[src/rtl/pad_poll_ctrl_pkg.sv]
// pad_poll_pkg: shared types and defaults for the gamepad poll sequencer.
//   state_t  - poll FSM states
//   DEF_*    - default parameter values
//   max2     - elaboration-time max, used to size the duration counter
package pad_poll_pkg;

  localparam int DEF_WIDTH       = 16;
  localparam int DEF_HALF_PERIOD = 300;
  localparam int DEF_LATCH_LEN   = 600;

  typedef enum logic [2:0] {
    IDLE,
    LATCH,
    SAMPLE,
    CLK_LO,
    CLK_HI,
    DONE
  } state_t;

  function automatic int max2(input int a, input int b);
    return (a > b) ? a : b;
  endfunction

endpackage

[src/rtl/pad_poll_ctrl_if.sv]
// pad_poll_ctrl_if: bundles the poll request, the pad pins and the
// published button word.
//   master - controller side (drives pad pins, busy, buttons, valid)
//   slave  - requester / pad side
interface pad_poll_ctrl_if
  import pad_poll_pkg::*;
#(
  parameter int WIDTH = DEF_WIDTH
);
  logic             start;
  logic             pad_data;
  logic             pad_latch;
  logic             pad_clk;
  logic             busy;
  logic [WIDTH-1:0] buttons;
  logic             valid;

  modport master (
    input  start, pad_data,
    output pad_latch, pad_clk, busy, buttons, valid
  );

  modport slave (
    output start, pad_data,
    input  pad_latch, pad_clk, busy, buttons, valid
  );
endinterface

[src/rtl/pad_poll_ctrl_sipo.sv]
// pad_sipo: WIDTH-bit serial-in/parallel-out capture register.
//   clock, reset - system clock, async active-high reset (clears to 0)
//   in           - serial bit, enters at the LSB
//   ld_en        - shift enable
//   q            - parallel contents; first bit shifted ends up in the MSB
module pad_sipo #(
  parameter int WIDTH = 16
) (
  input  logic             clock,
  input  logic             reset,
  input  logic             in,
  input  logic             ld_en,
  output logic [WIDTH-1:0] q
);

  always_ff @(posedge clock or posedge reset) begin
    if (reset)      q <= '0;
    else if (ld_en) q <= {q[WIDTH-2:0], in};
  end

endmodule

[src/rtl/pad_poll_ctrl.sv]
// pad_poll_ctrl: serial gamepad poll sequencer.
// On start (in IDLE) it raises the pad latch, then clocks WIDTH serial bits
// out of the pad, inverting them (pad is active-low) into a SIPO register,
// and publishes the word on buttons with a one-cycle valid pulse.
//   clock, reset - system clock, async active-high reset
//   bus.start    - poll request, only looked at in IDLE
//   bus.pad_data - raw serial data from the pad (async, active-low)
//   bus.pad_latch, bus.pad_clk - pad strobes, decoded from the state register
//   bus.busy     - poll in progress
//   bus.buttons  - last completed poll, active-high
//   bus.valid    - one-cycle pulse when buttons updates
module pad_poll_ctrl
  import pad_poll_pkg::*;
#(
  parameter int WIDTH       = DEF_WIDTH,
  parameter int HALF_PERIOD = DEF_HALF_PERIOD,
  parameter int LATCH_LEN   = DEF_LATCH_LEN
) (
  input logic             clock,
  input logic             reset,
  pad_poll_ctrl_if.master bus
);

  localparam int CW = $clog2(max2(LATCH_LEN, HALF_PERIOD) + 1);
  localparam int BW = $clog2(WIDTH);

  localparam logic [CW-1:0] LATCH_LAST = CW'(LATCH_LEN - 1);
  localparam logic [CW-1:0] HALF_LAST  = CW'(HALF_PERIOD - 1);
  localparam logic [BW-1:0] BIT_LAST   = BW'(WIDTH - 1);

  state_t           state, state_nx;
  logic [1:0]       sync;
  logic             sync_data;
  logic [CW-1:0]    dur;
  logic [BW-1:0]    bit_cnt;
  logic             ld_en;
  logic [WIDTH-1:0] cap;
  logic [WIDTH-1:0] buttons;
  logic             valid;

  // Two-flop synchronizer; resets to the pad's idle (released) level.
  always_ff @(posedge clock or posedge reset) begin
    if (reset) sync <= 2'b11;
    else       sync <= {sync[0], bus.pad_data};
  end
  assign sync_data = sync[1];

  pad_sipo #(.WIDTH(WIDTH)) u_sipo (
    .clock (clock),
    .reset (reset),
    .in    (~sync_data),
    .ld_en (ld_en),
    .q     (cap)
  );

  always_ff @(posedge clock or posedge reset) begin
    if (reset) begin
      state   <= IDLE;
      dur     <= '0;
      bit_cnt <= '0;
      buttons <= '0;
      valid   <= 1'b0;
    end else begin
      state <= state_nx;
      // Duration restarts on every state change; only timed states count.
      if (state_nx != state)
        dur <= '0;
      else if (state == LATCH || state == CLK_LO || state == CLK_HI)
        dur <= dur + CW'(1);
      if (state == LATCH)       bit_cnt <= '0;
      else if (state == SAMPLE) bit_cnt <= bit_cnt + BW'(1);
      valid <= (state == DONE);
      if (state == DONE) buttons <= cap;
    end
  end

  always_comb begin
    state_nx = state;
    ld_en    = 1'b0;
    case (state)
      IDLE:   if (bus.start) state_nx = LATCH;
      LATCH:  if (dur == LATCH_LAST) state_nx = SAMPLE;
      SAMPLE: begin
        ld_en    = 1'b1;
        state_nx = (bit_cnt == BIT_LAST) ? DONE : CLK_LO;
      end
      CLK_LO: if (dur == HALF_LAST) state_nx = CLK_HI;
      CLK_HI: if (dur == HALF_LAST) state_nx = SAMPLE;
      DONE:   state_nx = IDLE;
      default: state_nx = IDLE;
    endcase
  end

  assign bus.pad_latch = (state == LATCH);
  assign bus.pad_clk   = (state != CLK_LO);
  assign bus.busy      = (state != IDLE);
  assign bus.buttons   = buttons;
  assign bus.valid     = valid;

endmodule

[src/flat_wrapper.sv]
// flat-port wrapper written by rule: the top's interface ports become plain ports
module pad_poll_ctrl_flat import pad_poll_pkg::*;
#(
  parameter int WIDTH       = DEF_WIDTH,
  parameter int HALF_PERIOD = DEF_HALF_PERIOD,
  parameter int LATCH_LEN   = DEF_LATCH_LEN
)
  (clock, reset, bus_start, bus_pad_data, bus_pad_latch, bus_pad_clk, bus_busy, bus_buttons, bus_valid);
  pad_poll_ctrl_if #(.WIDTH(WIDTH)) bus_i ();
  input logic clock;
  input logic reset;
  input wire logic [$bits(bus_i.start)-1:0] bus_start;
  input wire logic [$bits(bus_i.pad_data)-1:0] bus_pad_data;
  output wire logic [$bits(bus_i.pad_latch)-1:0] bus_pad_latch;
  output wire logic [$bits(bus_i.pad_clk)-1:0] bus_pad_clk;
  output wire logic [$bits(bus_i.busy)-1:0] bus_busy;
  output wire logic [$bits(bus_i.buttons)-1:0] bus_buttons;
  output wire logic [$bits(bus_i.valid)-1:0] bus_valid;
  assign bus_i.start = bus_start;
  assign bus_i.pad_data = bus_pad_data;
  assign bus_pad_latch = bus_i.pad_latch;
  assign bus_pad_clk = bus_i.pad_clk;
  assign bus_busy = bus_i.busy;
  assign bus_buttons = bus_i.buttons;
  assign bus_valid = bus_i.valid;
  pad_poll_ctrl #(.WIDTH(WIDTH), .HALF_PERIOD(HALF_PERIOD), .LATCH_LEN(LATCH_LEN)) u_core (.clock(clock), .reset(reset), .bus(bus_i));
endmodule
[config.mk]
export PLATFORM = sky130hd
export DESIGN_NAME = pad_poll_ctrl_flat
export DESIGN_NICKNAME = d
export VERILOG_FILES = /design/src/rtl/pad_poll_ctrl_pkg.sv /design/src/rtl/pad_poll_ctrl_if.sv /design/src/rtl/pad_poll_ctrl_sipo.sv /design/src/rtl/pad_poll_ctrl.sv /design/src/flat_wrapper.sv
export SDC_FILE = /design/constraint.sdc
export NUM_CORES = 1
export LEC_CHECK = 0
export ABC_AREA = 1
export CAP_MARGIN = 40
export CORE_ASPECT_RATIO = 1.2
export CORE_UTILIZATION = 58
export DETAILED_ROUTE_END_ITERATION = 8
export DONT_BUFFER_PORTS = 1
export PLACE_DENSITY_LB_ADDON = 0.08
export SYNTH_ARGS = -nofsm -noshare
export SYNTH_HDL_FRONTEND = slang
export SYNTH_SLANG_ARGS = --single-unit
[constraint.sdc]
create_clock -name clock -period 3.4 [get_ports clock]
set_input_delay 0.34 -clock clock [delete_from_list [all_inputs] [get_ports clock]]
set_output_delay 0.34 -clock clock [all_outputs]
set_load 0.05 [all_outputs]
* Yosys cells after proc, flatten, opt, wreduce, memory -nomap -nowiden
Index checks and enable logic that the tools add are counted.
Storage, ports and cells: flip-flop bits (word level) 52, bits of input ports 4, output and inout port bits 20, word-level logic and storage cells 37
Operators by class: add/sub/neg operators 2, equal/unequal tests 10, mux-type cells 11, bitwise logic cells 1, reductions and logical operators 6
Operators by type and width (number):
- $mux W10 | 2
- $mux W3 | 5
- $pmux W3 S5 | 1
- $add A10 B1 Y10 const B | 1
- $eq A10 B10 Y1 const B | 1
- $eq A10 B9 Y1 const B | 1
- $mux W4 | 2
- $eq A3 B2 Y1 const B | 2
- $eq A3 B3 Y1 const B | 2
- $add A4 B1 Y4 const B | 1
- $eq A4 B4 Y1 const B | 1
- $reduce_bool A2 Y1 | 2
- $eq A3 B1 Y1 const B | 1
- $logic_not A3 Y1 | 1
- $ne A3 B2 Y1 const B | 1
- $ne A3 B3 Y1 | 1
- $reduce_bool A3 Y1 | 1
- $logic_or A1 B1 Y1 | 2
- $mux W1 | 1
- $not A1 Y1 | 1

* Logic depth before layout (Yosys ltp)
Gate-level depths: netlist of the first run.
depth in word-level cells 5, gate-level depth with buffers 10, mapped depth without buffers 10

* Hierarchy
A second synthesis of the first run with hierarchy kept.
Unflattened totals: cell total of the unflattened synthesis 274, area, all modules 2488.6 sq um
Modules (own cells, without submodules):
- pad_poll_ctrl | instances 1, cells an instance 205, area each 1800.5 sq um, sequential area each 903.4 sq um
- pad_sipo | instances 1, cells an instance 69, area each 688.2 sq um, sequential area each 400.4 sq um

* Worst setup path after synthesis of the first run
Ideal clock, no wire load.
path kind register to register, start point register u_core.state[0], end point register u_core.dur[8], setup time 0.121 ns, data arrival time 1.651 ns, data required time 3.279 ns, slack 1.629 ns, cell stages (with the launch flop) 8, path buffers 0, period minus slack after synthesis 1.771 ns, path through dfrtp_1 -> nand2_2 -> nor2_2 -> nand4_1 -> nand2_1 -> a21oi_2 -> nand2_4 -> nor2_2
On the way: word-level cells in the longest chain between the ends 4, elaborated cells on any way between the ends 15, classes of those cells 5 x eq/ne; 6 x mux; 4 x reduce/logical
RTL lines:
- start: declaration | line pad_poll_ctrl.sv:31 | state_t state, state_nx;
- start signal: assignment | line pad_poll_ctrl.sv:64 | state <= state_nx;
- $eq A3 B1 Y1 *
- named net bus_pad_latch | line flat_wrapper.sv:14 | output wire logic [$bits(bus_i.pad_latch)-1:0] bus_pad_latch;
- $pmux W3 S5 / $logic_or A1 B1 Y1 (equally long branches) | line pad_poll_ctrl.sv:80, pad_poll_ctrl.sv:68
- $ne A3 B3 Y1 / $logic_or A1 B1 Y1 (equally long branches) | line pad_poll_ctrl.sv:66, pad_poll_ctrl.sv:68
- $mux W10 / $reduce_bool A2 Y1 (equally long branches)
- end signal: assignment | line pad_poll_ctrl.sv:69 | dur <= dur + CW'(1);
- end: declaration | line pad_poll_ctrl.sv:34 | logic [CW-1:0] dur;
Mark *: on every way through the listed nets, which the timed path passes. The rest lies on a longest branch. A chain may end at the register's enable or synchronous reset.

* Worst setup path in the final report of the first run
Same ends and word-level chain as after synthesis.

==> flow_metrics.env, run 1 <==
export IMPL_ys_warn_count=0
export IMPL_final_util_pct=64.2
export IMPL_max_freq_ghz=0.509
export IMPL_fin_crit_sh_pct=57.7
export IMPL_core_mm2=0.00391
export IMPL_die_h_um=71.7
export IMPL_drv_cap=0
export IMPL_overflow=0
export IMPL_synth_top_family_by_area="simple AND/OR/NAND/NOR gates"
export IMPL_drtAntennaViolNets=0
export IMPL_synth_main_ff_cell="dfrtp_1"
export IMPL_cts_setup_buffers=0
export IMPL_dieArea_mm2=0.00431
export IMPL_io_pins=24
export IMPL_htree_levels=2
export IMPL_r2r_slack_ns=1.44
export IMPL_met1_usage_pct=27.3
export IMPL_routabilityCongestion=0.893
export IMPL_layout_setup_ws_ns=1.44
export IMPL_criticalPathCategory="reg -> reg"
export IMPL_drc=0
export IMPL_synthMuxAreaShare_pct=0.479
export IMPL_worst_hold_startpoint="bus_pad_data"
export IMPL_synth_nets=274
export IMPL_synth_compound_area_share_pct=8.20
export IMPL_setup_violations=0
export IMPL_cellLeakagePower_nw=1.19
export IMPL_via_per_inst=5.10
export IMPL_power_density_mw_per_mm2=392
export IMPL_min_path_cells=0
export IMPL_ys_ff_latch=52
export IMPL_rsz0062_at_grt="no"
export IMPL_wire_per_inst_um=12.2
export IMPL_met3_usage_pct=5.05
export IMPL_worst_slew_pin_slew_ns=0.721
export IMPL_finalHoldViolCount=0
export IMPL_yosysSeqAreaShare_pct=55.5
export IMPL_synth_edf_count=0
export IMPL_initial_utilization_pct=60.1
export IMPL_critPathMaxFanout=10
export IMPL_required_ns=3.59
export IMPL_grt_pass1_wl_mm=6.98
export IMPL_final_max_slew_viol_count=0
export IMPL_critPathTopFamily="simple AND/OR/NAND/NOR gates"
export IMPL_syn_avg_cell_area_um2=8.77
export IMPL_netlist_area_mm2=0.00235
export IMPL_finalClockSkew_ns=0.00937
export IMPL_synth_cells=268
export IMPL_cp_cell_sequence="nand2_2, nor2_2, nand4_1, nand2_1, a21oi_2, nand2_4, nor2_2"
export IMPL_synth_adder_area_share_pct=1.06
export IMPL_peakVddDrop_mv=0.242
export IMPL_final_nets=277
export IMPL_cts_clk_slew_worst_paths_ns=0.09
export IMPL_synth_xor_area_share_pct=2.24
export IMPL_cts_tree="built"
export IMPL_use_met2_pct=36.3
export IMPL_crit_path_end_kind="flop"
export IMPL_vias=1662
export IMPL_grt_max_degree=34
export IMPL_ys_types=29
export IMPL_worst_setup_path_start_kind="flop"
export IMPL_cts_num_sinks=52
export IMPL_worst_ep_arrival_time_ns=2.16
export IMPL_hold_path_class="in -> reg"
export IMPL_dp_hpwl_mm=2.78
export IMPL_n_antenna_cell=0
export IMPL_period_needed_ns=1.96
export IMPL_r2r_start="u_core.state[0]"
export IMPL_wl_mm=3.96
export IMPL_drt_iter0_markers=78
export IMPL_io_buffers=0
export IMPL_cts_buffers=5
export IMPL_async_flop_share_pct=100
export IMPL_place_ws_ns=1.46
export IMPL_hold_end="u_core.sync[0]"
export IMPL_die_x_um=60.1
export IMPL_syn_to_final_growth_pct=6.76
export IMPL_r2r_cells=7
export IMPL_relSlewSlack_pct=51.9
export IMPL_antenna_found_initial=0
export IMPL_root_buffer="clkbuf_8"
export IMPL_first_global_vias=1572
export IMPL_rows=25
export IMPL_crit_buf_inv=0
export IMPL_clk_latency_ns=0.31
export IMPL_cts_buffer_depth=2
export IMPL_critPathMaxStageDelay_ns=0.57
export IMPL_track_usage_pct=22.1
export IMPL_tns_ns=0
export IMPL_cp_slowest_cell="nor2_2"
export IMPL_synth_simple_area_share_pct=25.2
export IMPL_timing_rr_end="u_core.dur[8]"
export IMPL_firstDrtPassIters=4
export IMPL_outcome="complete, no violations"
export IMPL_drive_gt1_share_pct=13.6
export IMPL_busiest_layer="met2"
export IMPL_cpMostUsedCell="nor2_2"
[what timing repair did]
item / 4_1_cts / 5_1_grt
gates resized for setup: 0 / 0
endpoints found under the setup margin: 0 / 0
hold buffers: 1 / 0
hold endpoints to repair: 21 / 0
[power by group]
part,internal [mW],switching (mW),total [mW]
registers,0.620,0.000346,0.620
logic,0.00319,0.0121,0.0153
clock network,0.147,0.201,0.348
total,0.770,0.214,0.984
[worst max path at each step]
stage	cells after the start	to	start
2_1_floorplan	7	u_core.dur[8]	u_core.state[0]
3_3_place_gp	7	u_core.dur[8]	u_core.state[0]
3_5_place_dp	7	u_core.dur[8]	u_core.state[0]
4_1_cts	7	u_core.dur[8]	u_core.state[0]
5_1_grt	8	u_core.dur[8]	u_core.state[2]
6_report	7	u_core.dur[8]	u_core.state[0]
[cell usage in the layout, fill, tap and decap left out]
cell           synthesis  layout
nand2_1               67      67
dfrtp_1               50      50
inv_1                 35      34
o21ai_0               18      18
nor2_1                16      16
o21ai_1               14      14
nand3_1               13      13
nor2_2                12      12
nand4_1                5       5
xor2_1                 5       5
clkbuf_8               0       5
nand2_2                4       4
inv_2                  2       3
a21oi_1                3       3
nor3_1                 2       2
a21oi_2                2       2
ha_1                   2       2
dfstp_2                2       2
nor3_2                 1       1
nor2_8                 1       1
inv_4                  1       1
nor3b_1                1       1
nand3b_1               1       1
and3_1                 1       1
nor2_4                 1       1
nand2_4                1       1
xnor2_1                1       1
mux2_2                 1       1
clkinv_4               0       1
clkbuf_1               2       1
clkinvlp_4             0       1
dlygate4sd3_1          0       1
buf_12                 0       1
[routing by layer]
| layer | up-vias | routed length [um] |
|---|---|---|
| li1 | 844 | - |
| met1 | 779 | 1790 |
| met2 | 31 | 1940 |
| met3 | 8 | 140 |
| met4 | 0 | 87 |
| met5 | - | 0 |
[cell usage after synthesis (2+ instances only)]
cell | instances | share of area [%]
inv_1 | 35 | 5.6
a21oi_2 | 2 | 0.75
nand2_2 | 4 | 1.1
nand2_1 | 67 | 11
nor2_2 | 12 | 3.2
o21ai_1 | 14 | 3.0
nand3_1 | 13 | 2.8
ha_1 | 2 | 1.1
a21oi_1 | 3 | 0.64
buf_2 | 4 | 0.85
o21ai_0 | 18 | 3.8
clkbuf_1 | 2 | 0.32
nand4_1 | 5 | 1.3
xor2_1 | 5 | 1.9
nor2_1 | 16 | 2.6
inv_2 | 2 | 0.32
dfstp_2 | 2 | 2.2
dfrtp_1 | 50 | 53
nor3_1 | 2 | 0.43
[cell type report]
cell class,count,area (um^2)
multi-input combinational,172,873
inverter,38,145
tap,54,67.6
timing repair buffer,2,30.0
sequential,52,1300
clock buffer,6,72.6
clock inverter,2,16.3
fill,351,1400
[sequential cells by signal, indices dropped and copies added (netlist names)]
register	cells
u_core.bit_cnt	4
u_core.bus.buttons	16
u_core.bus.valid	1
u_core.dur	10
u_core.state	3
u_core.sync	2
u_core.u_sipo.q	16
[cells by family (layout without fill, tap and decap cells)]
| kind of cell | Yosys count | after routing |
|---|---|---|
| compound gates | 37 | 37 |
| xor+xnor | 6 | 6 |
| fa+ha+maj | 2 | 2 |
| buf+inv | 44 | 48 |
| flops | 52 | 52 |
| mux | 1 | 1 |
| simple gates | 126 | 126 |
[per-stage QoR]
| step | area (um^2) | hold slack (ns) | power, mW | instances |
|---|---|---|---|---|
| 2_1_floorplan | 2350 | 0.344 | 0.641 | 268 |
| 3_3_place_gp | 2390 | 0.345 | 0.645 | 316 |
| 3_5_place_dp | 2410 | 0.270 | 0.648 | 317 |
| 4_1_cts | 2510 | 0.0120 | 0.997 | 326 |
| 5_1_grt | 2510 | 0.00512 | 1.02 | 326 |
| 6_report | 2510 | 0.0253 | 0.984 | 326 |
(Power assumes the default switching activity.)
==> run 2, diff against run 1 <==
clock period = 2 ns   (was 3.4 ns; I/O delays follow)
==> flow_metrics.env, run 2 (synthesized netlist as in run 1, its figures left out) <==
export IMPL_io_pins=24
export IMPL_antenna_found_initial=0
export IMPL_cts_resized_gates=0
export IMPL_cts_buffer_depth=2
export IMPL_setup_violations=0
export IMPL_crit_path_end_kind="flop"
export IMPL_met3_usage_pct=4.87
export IMPL_reg_top3="u_core.bus.buttons (16), u_core.u_sipo.q (16), u_core.dur (10)"
export IMPL_final_common_cell="nand2_1"
export IMPL_tns_ns=0
export IMPL_period_needed_ns=1.63
export IMPL_vias=1648
export IMPL_dp_hpwl_mm=2.77
export IMPL_place_inst=321
export IMPL_cts_tree="built"
export IMPL_die_x_um=60.1
export IMPL_core_mm2=0.00391
export IMPL_hold_path_class="in -> reg"
export IMPL_firstDrtPassIters=4
export IMPL_worst_setup_path_start_kind="flop"
export IMPL_wl_mm=3.76
export IMPL_drtAntennaViolNets=0
export IMPL_fin_crit_sh_pct=81.4
export IMPL_cts_num_sinks=52
export IMPL_r2r_slack_ns=0.37
export IMPL_via_per_inst=4.98
export IMPL_timing_rr_end="u_core.dur[8]"
export IMPL_r2r_cells=10
export IMPL_io_buffers=0
export IMPL_hold_end="u_core.state[0]"
export IMPL_peakVddDrop_mv=0.390
export IMPL_r2r_start="u_core.dur[0]"
export IMPL_power_density_mw_per_mm2=656
export IMPL_dieArea_mm2=0.00431
export IMPL_n_antenna_cell=0
export IMPL_clk_latency_ns=0.30
export IMPL_rsz0062_at_grt="no"
export IMPL_track_usage_pct=19.9
export IMPL_overflow=0
export IMPL_use_met2_pct=34.1
export IMPL_finalHoldViolCount=0
export IMPL_finalClockSkew_ns=0.0102
export IMPL_busiest_layer="met2"
export IMPL_worst_slew_pin_slew_ns=0.598
export IMPL_worst_ep_arrival_time_ns=1.83
export IMPL_final_nets=282
export IMPL_rows=25
export IMPL_die_h_um=71.7
export IMPL_drt_iter0_markers=48
export IMPL_finalNonFillerCells=331
export IMPL_cts_setup_buffers=0
export IMPL_drv_cap=0
export IMPL_root_buffer="clkbuf_8"
export IMPL_max_freq_ghz=0.614
export IMPL_min_path_cells=2
export IMPL_final_max_slew_viol_count=0
export IMPL_critPathMaxFanout=10
export IMPL_outcome="complete, no violations"
export IMPL_wire_per_inst_um=11.4
export IMPL_required_ns=2.20
export IMPL_drive_gt1_share_pct=14.8
export IMPL_final_cell_mix="67 x nand2_1, 50 x dfrtp_1, 34 x inv_1"
export IMPL_cts_clk_slew_worst_paths_ns=0.09
export IMPL_initial_utilization_pct=60.1
export IMPL_cts_buffers=5
export IMPL_power_mw=1.66
export IMPL_criticalPathCategory="reg -> reg"
export IMPL_met1_usage_pct=22.2
export IMPL_final_util_pct=64.9
export IMPL_htree_levels=2
export IMPL_grt_max_degree=33
export IMPL_syn_to_final_growth_pct=7.93
export IMPL_worst_hold_startpoint="bus_start"
export IMPL_cellLeakagePower_nw=1.21
export IMPL_drc=0
export IMPL_relSlewSlack_pct=60.1
export IMPL_first_global_vias=1571
export IMPL_routabilityCongestion=0.861
export IMPL_grt_pass1_wl_mm=6.36
[run 2: final cells by class]
class / instances / area, um^2
Fill cell: 317 / 1370
Sequential cell: 52 / 1300
Multi-Input combinational cell: 172 / 873
Inverter: 38 / 145
Clock buffer: 6 / 72.6
Tap cell: 54 / 67.6
Timing Repair Buffer: 7 / 57.6
Clock inverter: 2 / 16.3
[run 2: metal layers]
metal	vias up	share of wire, %	wire [um]
li1	857	-	-
met1	760	46	1730
met2	25	50	1860
met3	6	2.4	92
met4	0	2.0	74
met5	-	0	0
[run 2: report_power, final]
group / switching, mW / leakage, nW / internal, mW
combinational: 0.0197 / 0.465 / 0.00533
clock: 0.335 / 0.0414 / 0.249
sequential: 0.000733 / 0.700 / 1.05
total: 0.355 / 1.21 / 1.31
[run 2: worst max path at each step]
stage,startpoint,end,slack (ns),cells past startpoint
final,u_core.dur[0],u_core.dur[8],0.37,10
after global routing,u_core.dur[0],u_core.dur[8],0.17,10
after CTS,u_core.dur[0],u_core.dur[8],0.37,10
after detailed placement,u_core.dur[0],u_core.dur[8],0.40,10
after global placement,u_core.dur[0],u_core.dur[8],0.43,10
after floorplan,u_core.state[0],u_core.dur[8],0.23,7
[run 2: through the flow]
stage / area (um^2) / hold slack, ns / setup WS [ns]
detailed placement: 2430 / 0.193 / 0.400
global route: 2540 / 0.146 / 0.169
global placement: 2430 / 0.195 / 0.426
finish: 2540 / 0.132 / 0.372
floorplan: 2350 / 0.204 / 0.229
CTS: 2540 / 0.130 / 0.373
[run 2: timing repair]
item,in CTS,in global routing
endpoints found under the hold margin,29,0
endpoints found under the setup margin,0,0
hold buffers,2,0
[run 2: worst max-delay path, cell delays in order, from the launching register on]
cell and delay (ns):
dfrtp_1 0.39, ha_1 0.24, nand2_1 0.07, nor2_1 0.11
nand3_1 0.15, nand2_1 0.12, nand3_1 0.08, nand2_1 0.06
nand2_1 0.07, nand2_4 0.18, nor2_2 0.06
==> run 3, diff against run 2 <==
clock period = 1.7 ns   (was 2 ns; I/O delays follow)
==> flow_metrics.env, run 3 (synthesized netlist as in run 1, its figures left out) <==
export IMPL_reg_top3="u_core.bus.buttons (16), u_core.u_sipo.q (16), u_core.dur (10)"
export IMPL_layout_setup_ws_ns=0.0973
export IMPL_final_nets=285
export IMPL_wire_per_inst_um=12.0
export IMPL_htree_levels=2
export IMPL_fill_cells=337
export IMPL_setup_violations=0
export IMPL_criticalPathCategory="reg -> reg"
export IMPL_drc=0
export IMPL_max_freq_ghz=0.624
export IMPL_io_buffers=0
export IMPL_grt_pass1_wl_mm=6.63
export IMPL_syn_to_final_growth_pct=10.9
export IMPL_final_util_pct=66.7
export IMPL_finalHoldViolCount=0
export IMPL_place_ws_ns=0.0532
export IMPL_rows=25
export IMPL_period_needed_ns=1.60
export IMPL_drv_cap=0
export IMPL_drtAntennaViolNets=0
export IMPL_cp_endpoint="u_core.dur[5]"
export IMPL_fin_crit_sh_pct=94.3
export IMPL_critPathMaxFanout=7
export IMPL_core_mm2=0.00391
export IMPL_antenna_found_initial=0
export IMPL_die_x_um=60.1
export IMPL_via_per_inst=5.11
export IMPL_r2r_start="u_core.state[1]"
export IMPL_final_common_cell="nand2_1"
export IMPL_cts_buffer_depth=2
export IMPL_drive_gt1_share_pct=18.2
export IMPL_tns_ns=0
export IMPL_timing_rr_end="u_core.dur[5]"
export IMPL_io_pins=24
export IMPL_drt_iter0_markers=66
export IMPL_finish_instance_area_mm2=0.00261
export IMPL_outcome="complete, no violations"
export IMPL_holdWs_ns=0.106
export IMPL_final_max_slew_viol_count=0
export IMPL_dp_hpwl_mm=2.76
export IMPL_required_ns=1.89
export IMPL_hold_path_class="in -> reg"
export IMPL_n_antenna_cell=0
export IMPL_r2r_cells=8
export IMPL_relSlewSlack_pct=67.3
export IMPL_firstDrtPassIters=4
export IMPL_rsz0062_at_grt="no"
export IMPL_die_h_um=71.7
export IMPL_peakVddDrop_mv=0.455
export IMPL_vias=1707
export IMPL_cts_clk_slew_worst_paths_ns=0.08
export IMPL_multi_input_area_um2=927
export IMPL_root_buffer="clkbuf_8"
export IMPL_initial_utilization_pct=60.1
export IMPL_r2r_slack_ns=0.1
export IMPL_dieArea_mm2=0.00431
export IMPL_crit_path_start="u_core.state[1]"
export IMPL_seqCellArea_mm2=0.00131
export IMPL_power_density_mw_per_mm2=747
export IMPL_track_usage_pct=20.5
export IMPL_overflow=0
export IMPL_wl_mm=4.02
export IMPL_place_area_mm2=0.00244
export IMPL_final_cell_mix="65 x nand2_1, 49 x dfrtp_1, 34 x inv_1"
export IMPL_cts_buffers=5
export IMPL_cts_tree="built"
export IMPL_cts_num_sinks=52
export IMPL_crit_path_end_kind="flop"
export IMPL_routabilityCongestion=0.873
export IMPL_worst_setup_path_start_kind="flop"
export IMPL_finalClockSkew_ns=0.00789
export IMPL_worst_ep_arrival_time_ns=1.79
export IMPL_cellLeakagePower_nw=1.23
export IMPL_worst_slew_pin_slew_ns=0.490
export IMPL_first_global_vias=1598
export IMPL_grt_max_degree=33
export IMPL_clk_latency_ns=0.30
[run 3: cell type report]
class,instances,share of cell area [%]
Clock buffer,6,2.78
Clock inverter,2,0.624
Multi-Input combinational cell,173,35.6
Inverter,38,5.57
Timing Repair Buffer,9,2.78
Sequential cell,52,50.1
Tap cell,54,2.59
[run 3: layer usage]
metal	vias to the layer above	GRT usage [%]	wire length (um)
met5	-	0	0
met4	0	8.53	73
met3	7	5.23	129
met2	26	33.8	2040
met1	808	24.9	1780
li1	866	-	-
[run 3: power by group]
part           switching (mW)  internal [mW]  total (mW)
clock network           0.384          0.293       0.677
registers            0.000585           1.24        1.24
logic                  0.0241        0.00630      0.0304
[run 3: critical path: stages (launching register included)]
cell and delay (ns):
dfrtp_2 0.48, nor2_1 0.18, nand2_1 0.12, nand2_2 0.15
nand2_1 0.12, nor2_1 0.14, nand2_1 0.08, xor2_1 0.17
nor2_2 0.06
[run 3: what timing repair did]
action                     in CTS  in global routing
hold buffers                    2                  0
resized for setup               0                 10
setup buffers                   0                  1
hold endpoints to repair       19                  0
setup endpoints to repair       0                 10
[run 3: how the worst min path moves through the flow]
stage / endpoint / slack (ns) / start / cells past startpoint
5_1_grt: u_core.state[0] / 0.12 / bus_start / 2
3_3_place_gp: u_core.bus.buttons[6] / 0.09 / reset / 1
3_5_place_dp: u_core.bus.buttons[6] / 0.09 / reset / 1
6_report: u_core.state[0] / 0.11 / bus_start / 2
4_1_cts: u_core.state[0] / 0.09 / bus_start / 2
2_1_floorplan: u_core.sync[0] / 0.17 / bus_pad_data / 0
[run 3: metrics by stage]
stage	std cells	power [mW]
global route	334	2.04
floorplan	268	1.28
finish	334	1.95
CTS	332	1.98
global placement	322	1.29
detailed placement	322	1.29
